`src/rtl/regfile_writeback_scheduler.sv`:
```
// Writeback scheduler: pending-write scoreboard, ALU/load writeback arbitration,
// registered regfile write port. Define REGFILE_WB_ROUND_ROBIN_EN for round-robin ties.
module regfile_writeback_scheduler #(
  parameter int NUM_REGS = 16,
  parameter int DATA_W   = 32
) (
  input  logic              clk,
  input  logic              rst,
  input  logic              clk_enable,
  input  logic              issue_valid,
  input  logic [4:0]        issue_rs1,
  input  logic [4:0]        issue_rs2,
  input  logic [4:0]        issue_rd,
  input  logic              issue_writes,
  output logic              issue_ready,
  input  logic              alu_wb_valid,
  input  logic [4:0]        alu_wb_rd,
  input  logic [DATA_W-1:0] alu_wb_data,
  output logic              alu_wb_ready,
  input  logic              mem_wb_valid,
  input  logic [4:0]        mem_wb_rd,
  input  logic [DATA_W-1:0] mem_wb_data,
  output logic              mem_wb_ready,
  output logic              reg_write_enable,
  output logic [4:0]        reg_write_addr,
  output logic [DATA_W-1:0] reg_write_data,
  output logic [NUM_REGS-1:0] busy_mask
);

  logic [NUM_REGS-1:0] busy_r;
  logic [NUM_REGS-1:0] busy_nxt_s;
  logic                raw_s;
  logic                waw_s;
  logic                issue_fire_s;
  logic                alu_grant_s;
  logic                mem_grant_s;
  logic                grant_any_s;
  logic [4:0]          grant_rd_s;
  logic [DATA_W-1:0]   grant_data_s;
  logic                wr_en_r;
  logic [4:0]          wr_addr_r;
  logic [DATA_W-1:0]   wr_data_r;
  logic                unused_addr_bits_s;

`ifdef REGFILE_WB_ROUND_ROBIN_EN
  localparam logic LAST_ALU = 1'b0;
  localparam logic LAST_MEM = 1'b1;
  logic last_grant_r;
`endif

  // Address bit 4 only selects nothing in a 16-entry file.
  assign unused_addr_bits_s = ^{issue_rs1[4], issue_rs2[4], issue_rd[4]};

  // Hazard detection against the registered scoreboard only (no bypass).
  always_comb begin
    raw_s        = busy_r[issue_rs1[3:0]] | busy_r[issue_rs2[3:0]];
    waw_s        = issue_writes & busy_r[issue_rd[3:0]];
    issue_fire_s = 1'b0;
    if (!rst && clk_enable) begin
      issue_fire_s = issue_valid & ~raw_s & ~waw_s;
    end else begin
      issue_fire_s = 1'b0;
    end
  end

  // Writeback arbitration: single winner per enabled cycle.
  always_comb begin
    alu_grant_s = 1'b0;
    mem_grant_s = 1'b0;
    if (!rst && clk_enable) begin
      if (alu_wb_valid && mem_wb_valid) begin
`ifdef REGFILE_WB_ROUND_ROBIN_EN
        if (last_grant_r == LAST_ALU) begin
          mem_grant_s = 1'b1;
        end else begin
          alu_grant_s = 1'b1;
        end
`else
        mem_grant_s = 1'b1;
`endif
      end else if (alu_wb_valid) begin
        alu_grant_s = 1'b1;
      end else if (mem_wb_valid) begin
        mem_grant_s = 1'b1;
      end else begin
        alu_grant_s = 1'b0;
        mem_grant_s = 1'b0;
      end
    end else begin
      alu_grant_s = 1'b0;
      mem_grant_s = 1'b0;
    end
  end

  // Mux the winning request onto the write port payload.
  always_comb begin
    grant_any_s  = alu_grant_s | mem_grant_s;
    grant_rd_s   = 5'd0;
    grant_data_s = {DATA_W{1'b0}};
    if (mem_grant_s) begin
      grant_rd_s   = mem_wb_rd;
      grant_data_s = mem_wb_data;
    end else if (alu_grant_s) begin
      grant_rd_s   = alu_wb_rd;
      grant_data_s = alu_wb_data;
    end else begin
      grant_rd_s   = 5'd0;
      grant_data_s = {DATA_W{1'b0}};
    end
  end

  // Scoreboard next state: clear on commit, set on issue of a writing instruction.
  always_comb begin
    busy_nxt_s = busy_r;
    if (wr_en_r) begin
      busy_nxt_s[wr_addr_r[3:0]] = 1'b0;
    end else begin
      busy_nxt_s = busy_r;
    end
    if (issue_fire_s && issue_writes && (issue_rd[3:0] != 4'd0)) begin
      busy_nxt_s[issue_rd[3:0]] = 1'b1;
    end else begin
      busy_nxt_s[0] = 1'b0;
    end
    busy_nxt_s[0] = 1'b0;
  end

  // Scoreboard register; frozen while the pipeline is stalled.
  always_ff @(posedge clk) begin
    if (rst) begin
      busy_r <= {NUM_REGS{1'b0}};
    end else if (clk_enable) begin
      busy_r <= busy_nxt_s;
    end
  end

  // Registered write port; a grant to x0 is consumed without a strobe.
  always_ff @(posedge clk) begin
    if (rst) begin
      wr_en_r   <= 1'b0;
      wr_addr_r <= 5'd0;
      wr_data_r <= {DATA_W{1'b0}};
    end else if (clk_enable) begin
      if (grant_any_s) begin
        wr_en_r   <= (grant_rd_s[3:0] != 4'd0);
        wr_addr_r <= grant_rd_s;
        wr_data_r <= grant_data_s;
      end else begin
        wr_en_r   <= 1'b0;
      end
    end
  end

`ifdef REGFILE_WB_ROUND_ROBIN_EN
  // Remember the most recent winner; reset so the load unit wins the first tie.
  always_ff @(posedge clk) begin
    if (rst) begin
      last_grant_r <= LAST_ALU;
    end else if (mem_grant_s) begin
      last_grant_r <= LAST_MEM;
    end else if (alu_grant_s) begin
      last_grant_r <= LAST_ALU;
    end
  end
`endif

  assign issue_ready      = issue_fire_s;
  assign alu_wb_ready     = alu_grant_s;
  assign mem_wb_ready     = mem_grant_s;
  assign reg_write_enable = wr_en_r;
  assign reg_write_addr   = wr_addr_r;
  assign reg_write_data   = wr_data_r;
  assign busy_mask        = {busy_r[NUM_REGS-1:1], 1'b0};

endmodule

```
`config.mk`:
```
export PLATFORM = sky130hd
export DESIGN_NAME = regfile_writeback_scheduler
export DESIGN_NICKNAME = d
export VERILOG_FILES = /design/src/rtl/regfile_writeback_scheduler.sv
export SDC_FILE = /design/constraint.sdc
export NUM_CORES = 1
export LEC_CHECK = 0
export ABC_CLOCK_PERIOD_IN_PS = 2550
export BUFFER_PORTS_ARGS = -buffer_cell sky130_fd_sc_hd__buf_4
export CAP_MARGIN = 40
export CORE_MARGIN = 2
export CORE_UTILIZATION = 44
export CTS_BUF_LIST = sky130_fd_sc_hd__clkbuf_8 sky130_fd_sc_hd__clkbuf_16
export DETAILED_ROUTE_END_ITERATION = 8
export GPL_ROUTABILITY_DRIVEN = 0
export GPL_TIMING_DRIVEN = 0
export PLACE_DENSITY = 0.89
export SLEW_MARGIN = 0
export SYNTH_ARGS = -nofsm -noshare
export SYNTH_HDL_FRONTEND = slang
export SYNTH_SLANG_ARGS = --single-unit
```
`constraint.sdc`:
```
create_clock -name clk -period 2.55 [get_ports clk]
set_input_delay 0.51 -clock clk [delete_from_list [all_inputs] [get_ports clk]]
set_output_delay 0.51 -clock clk [all_outputs]
set_load 0.01 [all_outputs]
```
==> results.tsv, run 1 <==
metric	value	unit
outcome	finished with violations	
violated_checks	setup timing	
number_of_antenna_violations_at_the_first_check_in_global_routing	0	
post-route-period-util	1.04	
tritoncts	done	
worstMarginPinSlew	0.585	ns
grt_overflow	0	
power.leakage	0.00172	µW
firstDrtPassIters	5	
criticalPathCategory	input port to output pin	
wire_per_inst	17.9	µm
syn2layout_area_growth	49.3	%
first_global_vias	3265	
synthCells	308	
global_route.usage.met1	0.318	
pwr_density_cell	440	nW/µm²
critical_path.startpoint_type	input port	
cts_sinks	53	
net-switching-power	510	µW
netlist_area	2740	µm²
critical_path_arrival	2.14	ns
filler_cell_count	459	
final_period_minus_worst_setup_slack	2.65	ns
synth_edf_count	0	
async_flop_share	0	
diodes	0	
worstSetupEndpointType	output pin	
fp.dieH	82.9	µm
num_vias	3334	
worst_hold_slack	0.352	ns
final_report_setup_violation_count	1	
cts_hold_repair.buffers	0	
ir_drop	0.000399	V
design.final.nets	561	
post_synthesis_register_bit_count	53	
drive_above_1_share	0.427	
drt.antenna.violating_nets	0	
placement_rows	28	
portbufs	145	
global_route.peak_usage_layer	met2	
instances_no_fill	541	
timing.max_slew.rel_slack	0.608	
synth_ff_type	sky130_fd_sc_hd__dfxtp_1	
holdPathStages	2	
utilization	0.687	
wirelength	9700	µm
max-cap-violations	0	
numCtsBuffers	5	
ctsRootBufferMaster	sky130_fd_sc_hd__clkbuf_8	
power_switching_share	0.283	
routing_usage_on_met2	0.456	
synth.yosys.seq_area_share	0.387	
fp.dieW	82.9	µm
synthesis.area_per_instance	8.89	µm²
share_seq_of_total_power	0.493	
floorplan.initialDensity	0.460	
timing.fmax	0.378	GHz
hpwl	7270	µm
placeableCoreArea	5960	µm²
synth.yosys.warnings	0	
track_usage	0.266	
critical_path_peak_fanout	10	
htreeDepth	2	
detail_route.iter0.violations	320	
cts.path.max_buffers	2	
holdCritPathClass	input port to register	
design.portCount	153	
use_met3	0.0616	
floorplan.die_area	6870	µm²
drc	0	
maximum_number_of_pins_on_one_net_before_global_route_repair	18	
finClkSkew	0.0108	ns
placed_cells	528	
clock_share_of_power	0.288	
p_comb_frac	0.219	
grt_first_pass_wirelength	15400	µm
required_time_at_the_endpoint_of_the_critical_path	2.04	ns
synth_unique_cells	40	
unrepaired_setup_endpoints_after_global_routing	true	
clk_pin_slew_worst_paths	0.11	ns
synthesized_nets	404	
worst-r2r-cell-count	7	
final.setup.worst_slack	-0.0976	ns
cellInternalPower	1290	µW
drv_slew	0	
viasPerCell	6.16	
worstSkewPairLatency	0.31	ns
hold_viol	0	
[layout make-up]
type	count	area, µm²	share of cell area
timing repair buffer	151	1140	0.278
buffer	28	126	0.0309
clock buffer	6	82.6	0.0202
sequential	53	1080	0.263
clock inverter	2	17.5	0.00428
inverter	6	22.5	0.00551
multi-input combinational	220	1530	0.375
tap	75	93.8	0.0229
[power by group through the flow]
stage	Sequential (µW)	Clock (µW)	Combinational, µW
4_1_cts	888	521	394
5_1_grt	891	549	426
3_3_place_gp	905	0	374
2_1_floorplan	920	0	149
6_report	887	518	395
3_5_place_dp	907	0	384
[metal layers]
metal,vias up,wire length [µm],share of wire
met3,34,815,0.084
li1,1527,-,-
met5,-,0,0
met4,0,337,0.035
met1,1577,3750,0.39
met2,196,4790,0.49
[synthesized netlist by cell type (2+ instances only)]
cell,count,share of area
sky130_fd_sc_hd__o22ai_1,37,0.085
sky130_fd_sc_hd__or4_1,3,0.0082
sky130_fd_sc_hd__a221oi_1,2,0.0064
sky130_fd_sc_hd__inv_1,5,0.0069
sky130_fd_sc_hd__o41ai_1,5,0.016
sky130_fd_sc_hd__clkbuf_1,23,0.032
sky130_fd_sc_hd__o31ai_2,10,0.046
sky130_fd_sc_hd__mux4_2,6,0.049
sky130_fd_sc_hd__o211ai_1,9,0.025
sky130_fd_sc_hd__nand2b_1,4,0.0091
sky130_fd_sc_hd__a21oi_1,38,0.069
sky130_fd_sc_hd__nand4_1,6,0.014
sky130_fd_sc_hd__and3_1,2,0.0046
sky130_fd_sc_hd__o21ai_0,37,0.068
sky130_fd_sc_hd__mux2_2,5,0.021
sky130_fd_sc_hd__nor2_1,7,0.0096
sky130_fd_sc_hd__nand3_1,10,0.018
sky130_fd_sc_hd__mux4_1,2,0.019
sky130_fd_sc_hd__buf_2,3,0.0055
sky130_fd_sc_hd__o31ai_1,3,0.0082
sky130_fd_sc_hd__nor2b_1,7,0.016
sky130_fd_sc_hd__a31oi_1,2,0.0046
sky130_fd_sc_hd__dfxtp_1,53,0.39
sky130_fd_sc_hd__nand2_1,11,0.015
sky130_fd_sc_hd__o311ai_0,3,0.0096
[critical path: stages]
cell,delay (ns)
sky130_fd_sc_hd__buf_4,0.10
sky130_fd_sc_hd__buf_6,0.13
sky130_fd_sc_hd__mux4_2,0.50
sky130_fd_sc_hd__mux2_2,0.29
sky130_fd_sc_hd__nand2_1,0.08
sky130_fd_sc_hd__o31ai_2,0.09
sky130_fd_sc_hd__buf_6,0.18
sky130_fd_sc_hd__a21oi_2,0.13
sky130_fd_sc_hd__buf_4,0.13
[worst paths after layout]
check | start | to | slack (ns)
worst min register to register | busy_r[12]$_SDFFE_PP0P_ | busy_r[12]$_SDFFE_PP0P_ | 0.53
worst min-delay path | rst | reg_write_enable$_SDFFE_PP0P_ | 0.35
worst max register to register | busy_r[15]$_SDFFE_PP0P_ | busy_r[3]$_SDFFE_PP0P_ | 0.24
worst max-delay path | issue_rd[1] | issue_ready | -0.1
[kinds of logic after synthesis]
family | after synthesis | share of synthesized area
AO/OA/AOI/OAI | 150 | 0.351
AND/OR/NAND/NOR | 55 | 0.114
flip-flops | 53 | 0.387
buffers and inverters | 35 | 0.0534
multiplexers | 14 | 0.0927
other | 1 | 0.00137
[layout by cell type (no fill, tap or decap), types with 2 or more instances in the layout]
| cell | count |
|---|---|
| sky130_fd_sc_hd__a221oi_1 | 2 |
| sky130_fd_sc_hd__clkbuf_1 | 22 |
| sky130_fd_sc_hd__nand4_1 | 6 |
| sky130_fd_sc_hd__a21oi_1 | 37 |
| sky130_fd_sc_hd__inv_1 | 5 |
| sky130_fd_sc_hd__mux2_2 | 5 |
| sky130_fd_sc_hd__nand3_1 | 10 |
| sky130_fd_sc_hd__buf_6 | 3 |
| sky130_fd_sc_hd__o31ai_2 | 10 |
| sky130_fd_sc_hd__o41ai_1 | 5 |
| sky130_fd_sc_hd__a31oi_1 | 2 |
| sky130_fd_sc_hd__o31ai_1 | 3 |
| sky130_fd_sc_hd__o22ai_1 | 37 |
| sky130_fd_sc_hd__or4_1 | 3 |
| sky130_fd_sc_hd__clkbuf_8 | 6 |
| sky130_fd_sc_hd__dfxtp_1 | 45 |
| sky130_fd_sc_hd__o21ai_0 | 37 |
| sky130_fd_sc_hd__buf_4 | 151 |
| sky130_fd_sc_hd__dfxtp_2 | 6 |
| sky130_fd_sc_hd__dfxtp_4 | 2 |
| sky130_fd_sc_hd__nor2b_1 | 7 |
| sky130_fd_sc_hd__o311ai_0 | 3 |
| sky130_fd_sc_hd__nand2b_1 | 4 |
| sky130_fd_sc_hd__o211ai_1 | 9 |
| sky130_fd_sc_hd__nand2_1 | 11 |
| sky130_fd_sc_hd__nor2_1 | 7 |
| sky130_fd_sc_hd__and3_1 | 2 |
| sky130_fd_sc_hd__mux4_2 | 7 |
[what timing repair did]
item,4_1_cts,5_1_grt
setup buffers,4,2
resized for setup,14,5
setup endpoints to repair,1,1
cloned,0,0
pin swaps,3,3
[stage by stage]
stage | setup WS [ns] | power [µW] | area [µm²] | setup TNS (ns)
final | -0.0976 | 1800 | 4090 | -0.0976
after global routing | -0.170 | 1870 | 4090 | -0.170
after CTS | -0.122 | 1800 | 4080 | -0.122
after detailed placement | -0.468 | 1290 | 3930 | -0.468
after global placement | -0.426 | 1280 | 3930 | -0.426
after floorplan | 0.0119 | 1070 | 2740 | 0
[registers in the layout, summed over array words and instances (netlist names)]
name	count
reg_write_data	32
busy_r	15
reg_write_enable	1
reg_write_addr	5
No activity file was read; power rests on OpenSTA's default activity.
==> inputs of run 2 (changes only) <==
BUFFER_PORTS_ARGS = -buffer_cell sky130_fd_sc_hd__buf_2   (was -buffer_cell sky130_fd_sc_hd__buf_4)
==> run 2 against run 1 <==
Compared with the run above:
- the run still ends with setup timing left
- clock power is 2% higher
- fmax is 1.5% higher
- first-iteration DRC count is 3.4% higher
- clock-buffer cell count stayed put
- clock skew is 0.00086 ns higher
- routed wire length is 3.6% lower
- hold slack hardly changed
==> results.tsv, run 2 (synthesis results as in run 1) <==
metric	value	unit	change
drt.antenna.violating_nets	0		unchanged
viasPerCell	6.06		was 6.16
placement_rows	28		unchanged
unrepaired_setup_endpoints_after_global_routing	true		unchanged
floorplan.die_area	6870	µm²	unchanged
ir_drop	0.000453	V	was 0.000399 V
firstDrtPassIters	5		unchanged
portbufs	145		unchanged
design.portCount	153		unchanged
cts.path.max_buffers	2		unchanged
number_of_antenna_violations_at_the_first_check_in_global_routing	0		unchanged
floorplan.initialDensity	0.460		unchanged
detail_route.iter0.violations	331		was 320
syn2layout_area_growth	37.0	%	was 49.3%
clk_pin_slew_worst_paths	0.11	ns	about the same
diodes	0		unchanged
grt_first_pass_wirelength	14900	µm	was 15400 µm
finClkSkew	0.0116	ns	was 0.0108 ns
holdPathStages	2		unchanged
design.final.nets	564		was 561
power.total	1750	µW	was 1800 µW
drc	0		unchanged
outcome	finished with violations		unchanged
maximum_number_of_pins_on_one_net_before_global_route_repair	18		unchanged
layout.cells.most_common_list	144 x sky130_fd_sc_hd__buf_2, 45 x sky130_fd_sc_hd__dfxtp_1, 37 x sky130_fd_sc_hd__o22ai_1, 37 x sky130_fd_sc_hd__o21ai_0, 37 x sky130_fd_sc_hd__a21oi_1		was 151 x sky130_fd_sc_hd__buf_4, 45 x sky130_fd_sc_hd__dfxtp_1, 37 x sky130_fd_sc_hd__o22ai_1, 37 x sky130_fd_sc_hd__o21ai_0, 37 x sky130_fd_sc_hd__a21oi_1
critical_path.startpoint_type	register		was input port
clock_share_of_power	0.300		was 0.288
grt_overflow	0		unchanged
fp.dieH	82.9	µm	unchanged
tritoncts	done		unchanged
startpoint	busy_r[15]$_SDFFE_PP0P_		was issue_rd[1]
criticalPathCategory	register to output pin		was input port to output pin
drive_above_1_share	0.431		was 0.427
numCtsBuffers	5		unchanged
wirelength	9350	µm	was 9700 µm
timing.max_slew.rel_slack	0.634		was 0.608
timing.fmax	0.384	GHz	was 0.378 GHz
first_global_vias	3182		was 3265
share_seq_of_total_power	0.506		was 0.493
placeableCoreArea	5960	µm²	unchanged
final_report_setup_violation_count	1		unchanged
fp.dieW	82.9	µm	unchanged
place_worst_setup_slack	-0.434	ns	was -0.468 ns
final_period_minus_worst_setup_slack	2.61	ns	was 2.65 ns
utilization	0.630		was 0.687
p_comb_frac	0.195		was 0.219
worst-r2r-cell-count	6		was 7
track_usage	0.259		was 0.266
power_switching_share	0.294		was 0.283
critical_path_peak_fanout	5		was 10
num_vias	3296		was 3334
worstSetupEndpointType	output pin		unchanged
r2r-start	busy_r[15]$_SDFFE_PP0P_		unchanged
cellInternalPower	1240	µW	was 1290 µW
min_from	rst		unchanged
wire_per_inst	17.2	µm	was 17.9 µm
final.setup.worst_slack	-0.0573	ns	was -0.0976 ns
holdCritPathClass	input port to register		unchanged
worstMarginPinSlew	0.547	ns	was 0.585 ns
pwr_density_cell	467	nW/µm²	was 440 nW/µm²
worstSkewPairLatency	0.31	ns	about the same
max-cap-violations	0		unchanged
layout_commonest_cell	sky130_fd_sc_hd__buf_2		was sky130_fd_sc_hd__buf_4
hpwl	6890	µm	was 7270 µm
tns	-0.0573	ns	was -0.0976 ns
worst_hold_slack	0.352	ns	about the same
post-route-period-util	1.02		was 1.04
largest_reg_flops	32		unchanged
violated_checks	setup timing		unchanged
power.leakage	0.00166	µW	was 0.00172 µW
critical_path_arrival	2.10	ns	was 2.14 ns
cts_sinks	53		unchanged
hold_viol	0		unchanged
drv_slew	0		unchanged
required_time_at_the_endpoint_of_the_critical_path	2.04	ns	about the same
ctsRootBufferMaster	sky130_fd_sc_hd__clkbuf_8		unchanged
htreeDepth	2		unchanged
cts_hold_repair.buffers	0		unchanged
net-switching-power	516	µW	was 510 µW
run 2: cell count changes in the layout (fill, tap and decap cells not counted), sizes merged:
cell	delta
buf	+3
run 2: layout make-up:
cell class,count,area [µm²]
inverters,6,22.5
flip-flops and latches,53,1080
repair buffers,154,802
multi-input cells,220,1530
plain buffers,28,126
clock inverters,2,17.5
clock buffers,6,82.6
fillers,519,2200
well taps,75,93.8
run 2: repair_timing:
action	CTS	global route
gates resized for setup	13	9
setup endpoints to repair	1	1
pin swaps	3	4
buffers inserted	3	6
run 2: critical path, stage by stage (launching register included):
cell and delay, ns:
sky130_fd_sc_hd__dfxtp_2 0.36, sky130_fd_sc_hd__mux4_2 0.47, sky130_fd_sc_hd__a32o_2 0.28, sky130_fd_sc_hd__nor4_4 0.28, sky130_fd_sc_hd__nand3_2 0.16, sky130_fd_sc_hd__a21oi_2 0.12, sky130_fd_sc_hd__buf_2 0.13
run 2: final timing paths:
path	endpoint	slack, ns
hold reg to reg	busy_r[8]$_SDFFE_PP0P_	0.52
hold / removal	reg_write_enable$_SDFFE_PP0P_	0.35
setup reg to reg	busy_r[2]$_SDFFE_PP0P_	0.35
setup / recovery	issue_ready	-0.06
run 2: power by group through the flow:
stage	clock network (µW)	registers, µW	logic [µW]
after detailed placement	0	905	325
final	526	887	341
after global placement	0	905	314
after global routing	556	891	371
after CTS	527	887	333
after floorplan	0	920	149
run 2: stage by stage:
step	instances	area, µm²
6_report	544	3750
5_1_grt	544	3750
4_1_cts	539	3710
3_5_place_dp	528	3560
3_3_place_gp	528	3560
2_1_floorplan	308	2740
run 2: per-layer routing:
metal / wire [µm] / global-route usage / vias up
met5: 0 / 0 / -
met1: 3650 / 0.309 / 1565
met2: 4680 / 0.453 / 177
met4: 246 / 0.0969 / 0
met3: 774 / 0.0577 / 23
li1: - / - / 1531
==> inputs of run 3 (changes only) <==
ABC_AREA = 1   (was default)
CORE_UTILIZATION = 45   (was 44)
==> run 3 against run 2 <==
Compared with the run above:
- the flow now finishes without violations
- fmax increased by 8.3%
- clock skew is 0.0068 ns lower
- hold slack better by 0.10 ns
- first-iteration DRC count is 38% lower
- clock-buffer cell count unchanged
- design area grew 2.8%
- global-route usage decreased by 1.3 points
- sequential power shrank 1%
- setup slack improved by 0.20 ns
==> results.tsv, run 3 <==
metric	value	unit	change
floorplan.die_area	7140	µm²	was 6870 µm²
post_synthesis_register_bit_count	53		unchanged
power_switching_share	0.263		was 0.294
maximum_number_of_pins_on_one_net_before_global_route_repair	17		was 18
cts_sinks	53		unchanged
yosys-top-cells-count	172 x sky130_fd_sc_hd__nand2_1, 53 x sky130_fd_sc_hd__dfxtp_1, 39 x sky130_fd_sc_hd__inv_1		was 53 x sky130_fd_sc_hd__dfxtp_1, 38 x sky130_fd_sc_hd__a21oi_1, 37 x sky130_fd_sc_hd__o21ai_0, 37 x sky130_fd_sc_hd__o22ai_1, 23 x sky130_fd_sc_hd__clkbuf_1
criticalPathCategory	register to output pin		unchanged
net-switching-power	466	µW	was 516 µW
netlist_area	2920	µm²	was 2740 µm²
tritoncts	done		unchanged
first_global_vias	3380		was 3182
timing.critical_path.cells	inv_1 > nand2_1 > nand3_1 > nand3_1 > nand3_1 > nand2_1 > nor2_2 > buf_6 > and2_2 > buf_2		was mux4_2 > a32o_2 > nor4_4 > nand3_2 > a21oi_2 > buf_2
detail_route.iter0.violations	206		was 331
slowest_stage_cell_on_the_critical_path	sky130_fd_sc_hd__dfxtp_1		was sky130_fd_sc_hd__mux4_2
hpwl	7430	µm	was 6890 µm
p_comb_frac	0.170		was 0.195
wirelength	9280	µm	was 9350 µm
synthesized_nets	554		was 404
timing.fmax	0.415	GHz	was 0.384 GHz
holdPathStages	3		was 2
num_vias	3674		was 3296
tns	0	ns	was -0.0573 ns
htreeDepth	2		unchanged
grt_first_pass_wirelength	14600	µm	was 14900 µm
synth.yosys.warnings	0		unchanged
cellInternalPower	1300	µW	was 1240 µW
synth.most_common_cell	sky130_fd_sc_hd__nand2_1		was sky130_fd_sc_hd__dfxtp_1
post-route-period-util	0.944		was 1.02
worst_hold_slack	0.457	ns	was 0.352 ns
synthesis.area_per_instance	6.37	µm²	was 8.89 µm²
cts.path.max_buffers	2		unchanged
area.sequential	1060	µm²	was 1080 µm²
wire_per_inst	13.5	µm	was 17.2 µm
placeableCoreArea	6310	µm²	was 5960 µm²
max-cap-violations	0		unchanged
async_flop_share	0		unchanged
syn2layout_area_growth	32.3	%	was 37.0%
synth_edf_count	0		unchanged
final_period_minus_worst_setup_slack	2.41	ns	was 2.61 ns
design.final.nets	706		was 564
layout_commonest_cell	sky130_fd_sc_hd__nand2_1		was sky130_fd_sc_hd__buf_2
fp.dieH	84.5	µm	was 82.9 µm
filler_cell_count	615		was 519
power.leakage	0.00186	µW	was 0.00166 µW
synth_unique_cells	27		was 40
largest_reg_flops	32		unchanged
portbufs	145		unchanged
drv_slew	0		unchanged
viasPerCell	5.34		was 6.06
share_seq_of_total_power	0.495		was 0.506
critPathMostFrequentCell	sky130_fd_sc_hd__nand3_1		
drt.antenna.violating_nets	0		unchanged
pwr_density_cell	459	nW/µm²	was 467 nW/µm²
synthCells	458		was 308
synth.yosys.seq_area_share	0.364		was 0.387
synth_largest_type_area_fraction	0.364		was 0.387
critical-path-max-stage-delay	0.36	ns	was 0.47 ns
clock_share_of_power	0.336		was 0.300
floorplan.initialDensity	0.462		was 0.460
synth_ff_type	sky130_fd_sc_hd__dfxtp_1		unchanged
outcome	completed		was finished with violations
drive_above_1_share	0.301		was 0.431
required_time_at_the_endpoint_of_the_critical_path	2.04	ns	about the same
critical_path_arrival	1.90	ns	was 2.10 ns
fp.dieW	84.5	µm	was 82.9 µm
ir_drop	0.000320	V	was 0.000453 V
numCtsBuffers	5		unchanged
critical_path_peak_fanout	10		was 5
diodes	0		unchanged
worst-r2r-cell-count	10		was 6
worstSkewPairLatency	0.30	ns	was 0.31 ns
grt_overflow	0		unchanged
multi_input_area	1550	µm²	was 1530 µm²
drc	0		unchanged
design.portCount	153		unchanged
yosys-top-cells-area	sky130_fd_sc_hd__dfxtp_1 36%, sky130_fd_sc_hd__nand2_1 22%, sky130_fd_sc_hd__a31oi_1 7.1%		was sky130_fd_sc_hd__dfxtp_1 39%, sky130_fd_sc_hd__o22ai_1 8.5%, sky130_fd_sc_hd__a21oi_1 6.9%
postCtsSetupBuffers	0		was 3
clk_pin_slew_worst_paths	0.10	ns	was 0.11 ns
placement.cell_area	3740	µm²	was 3560 µm²
hold_viol	0		unchanged
layout.cells.most_common_list	172 x sky130_fd_sc_hd__nand2_1, 157 x sky130_fd_sc_hd__buf_2, 53 x sky130_fd_sc_hd__dfxtp_1		was 144 x sky130_fd_sc_hd__buf_2, 45 x sky130_fd_sc_hd__dfxtp_1, 37 x sky130_fd_sc_hd__o22ai_1, 37 x sky130_fd_sc_hd__o21ai_0, 37 x sky130_fd_sc_hd__a21oi_1
cts_hold_repair.buffers	0		unchanged
final_report_setup_violation_count	0		was 1
postLayoutCellArea	3860	µm²	was 3750 µm²
holdCritPathClass	input port to register		unchanged
number_of_antenna_violations_at_the_first_check_in_global_routing	0		unchanged
synth.largest_area_cell	sky130_fd_sc_hd__dfxtp_1		unchanged
post_cts_gate_resize_count	0		was 13
finClkSkew	0.00485	ns	was 0.0116 ns
critical_path.startpoint_type	register		unchanged
unrepaired_setup_endpoints_after_global_routing	false		was true
worstSetupEndpointType	output pin		unchanged
ctsRootBufferMaster	sky130_fd_sc_hd__clkbuf_8		unchanged
placement_rows	29		was 28
track_usage	0.246		was 0.259
firstDrtPassIters	5		unchanged
[run 3: cell families after synthesis]
family	Yosys count	synth area share
AOI/OAI and AO/OA	79	0.162
and+or+nand+nor	259	0.368
other	1	0.00129
buffers and inverters	66	0.106
DFF	53	0.364
[run 3: metrics by stage]
stage | util | power [µW] | std cells | setup WS [ns]
2_1_floorplan | - | 1050 | 458 | 0.480
3_3_place_gp | 0.592 | 1180 | 680 | 0.248
3_5_place_dp | 0.592 | 1190 | 680 | 0.187
4_1_cts | 0.611 | 1770 | 688 | 0.136
5_1_grt | 0.611 | 1850 | 688 | 0.00137
6_report | 0.611 | 1770 | 688 | 0.143
[run 3: area by class of cell]
cell class / instances / area share
multi-input cells: 339 / 0.401
flip-flops and latches: 53 / 0.275
repair buffers: 145 / 0.188
plain buffers: 25 / 0.0399
inverters: 41 / 0.0399
well taps: 77 / 0.0250
clock buffers: 6 / 0.0214
clock inverters: 2 / 0.00973
[run 3: path summary, 6_finish.rpt]
check	from	to	slack, ns
max	busy_r[12]$_SDFFE_PP0P_	issue_ready	0.14
min	mem_wb_data[28]	reg_write_data[28]$_SDFFE_PP0P_	0.46
max reg2reg	busy_r[12]$_SDFFE_PP0P_	busy_r[9]$_SDFFE_PP0P_	0.88
min reg2reg	reg_write_data[4]$_SDFFE_PP0P_	reg_write_data[4]$_SDFFE_PP0P_	0.48
[run 3: metal layers]
layer	vias up	wire, µm	GRT usage
met5	-	0	0
met4	0	429	0.120
met3	37	873	0.0433
met2	231	4390	0.426
met1	1604	3590	0.294
li1	1802	-	-
[run 3: worst max-delay path: cells and delay by family (launching register included)]
kind | cells | cell delay (ns)
buf+inv | 3 | 0.45
simple gates | 7 | 0.80
flops | 1 | 0.36
[run 3: power groups by stage]
stage / logic, µW / clock network (µW) / registers [µW]
finish: 300 / 594 / 875
global route: 333 / 633 / 879
CTS: 299 / 596 / 875
detailed placement: 298 / 0 / 893
global placement: 292 / 0 / 893
floorplan: 142 / 0 / 906
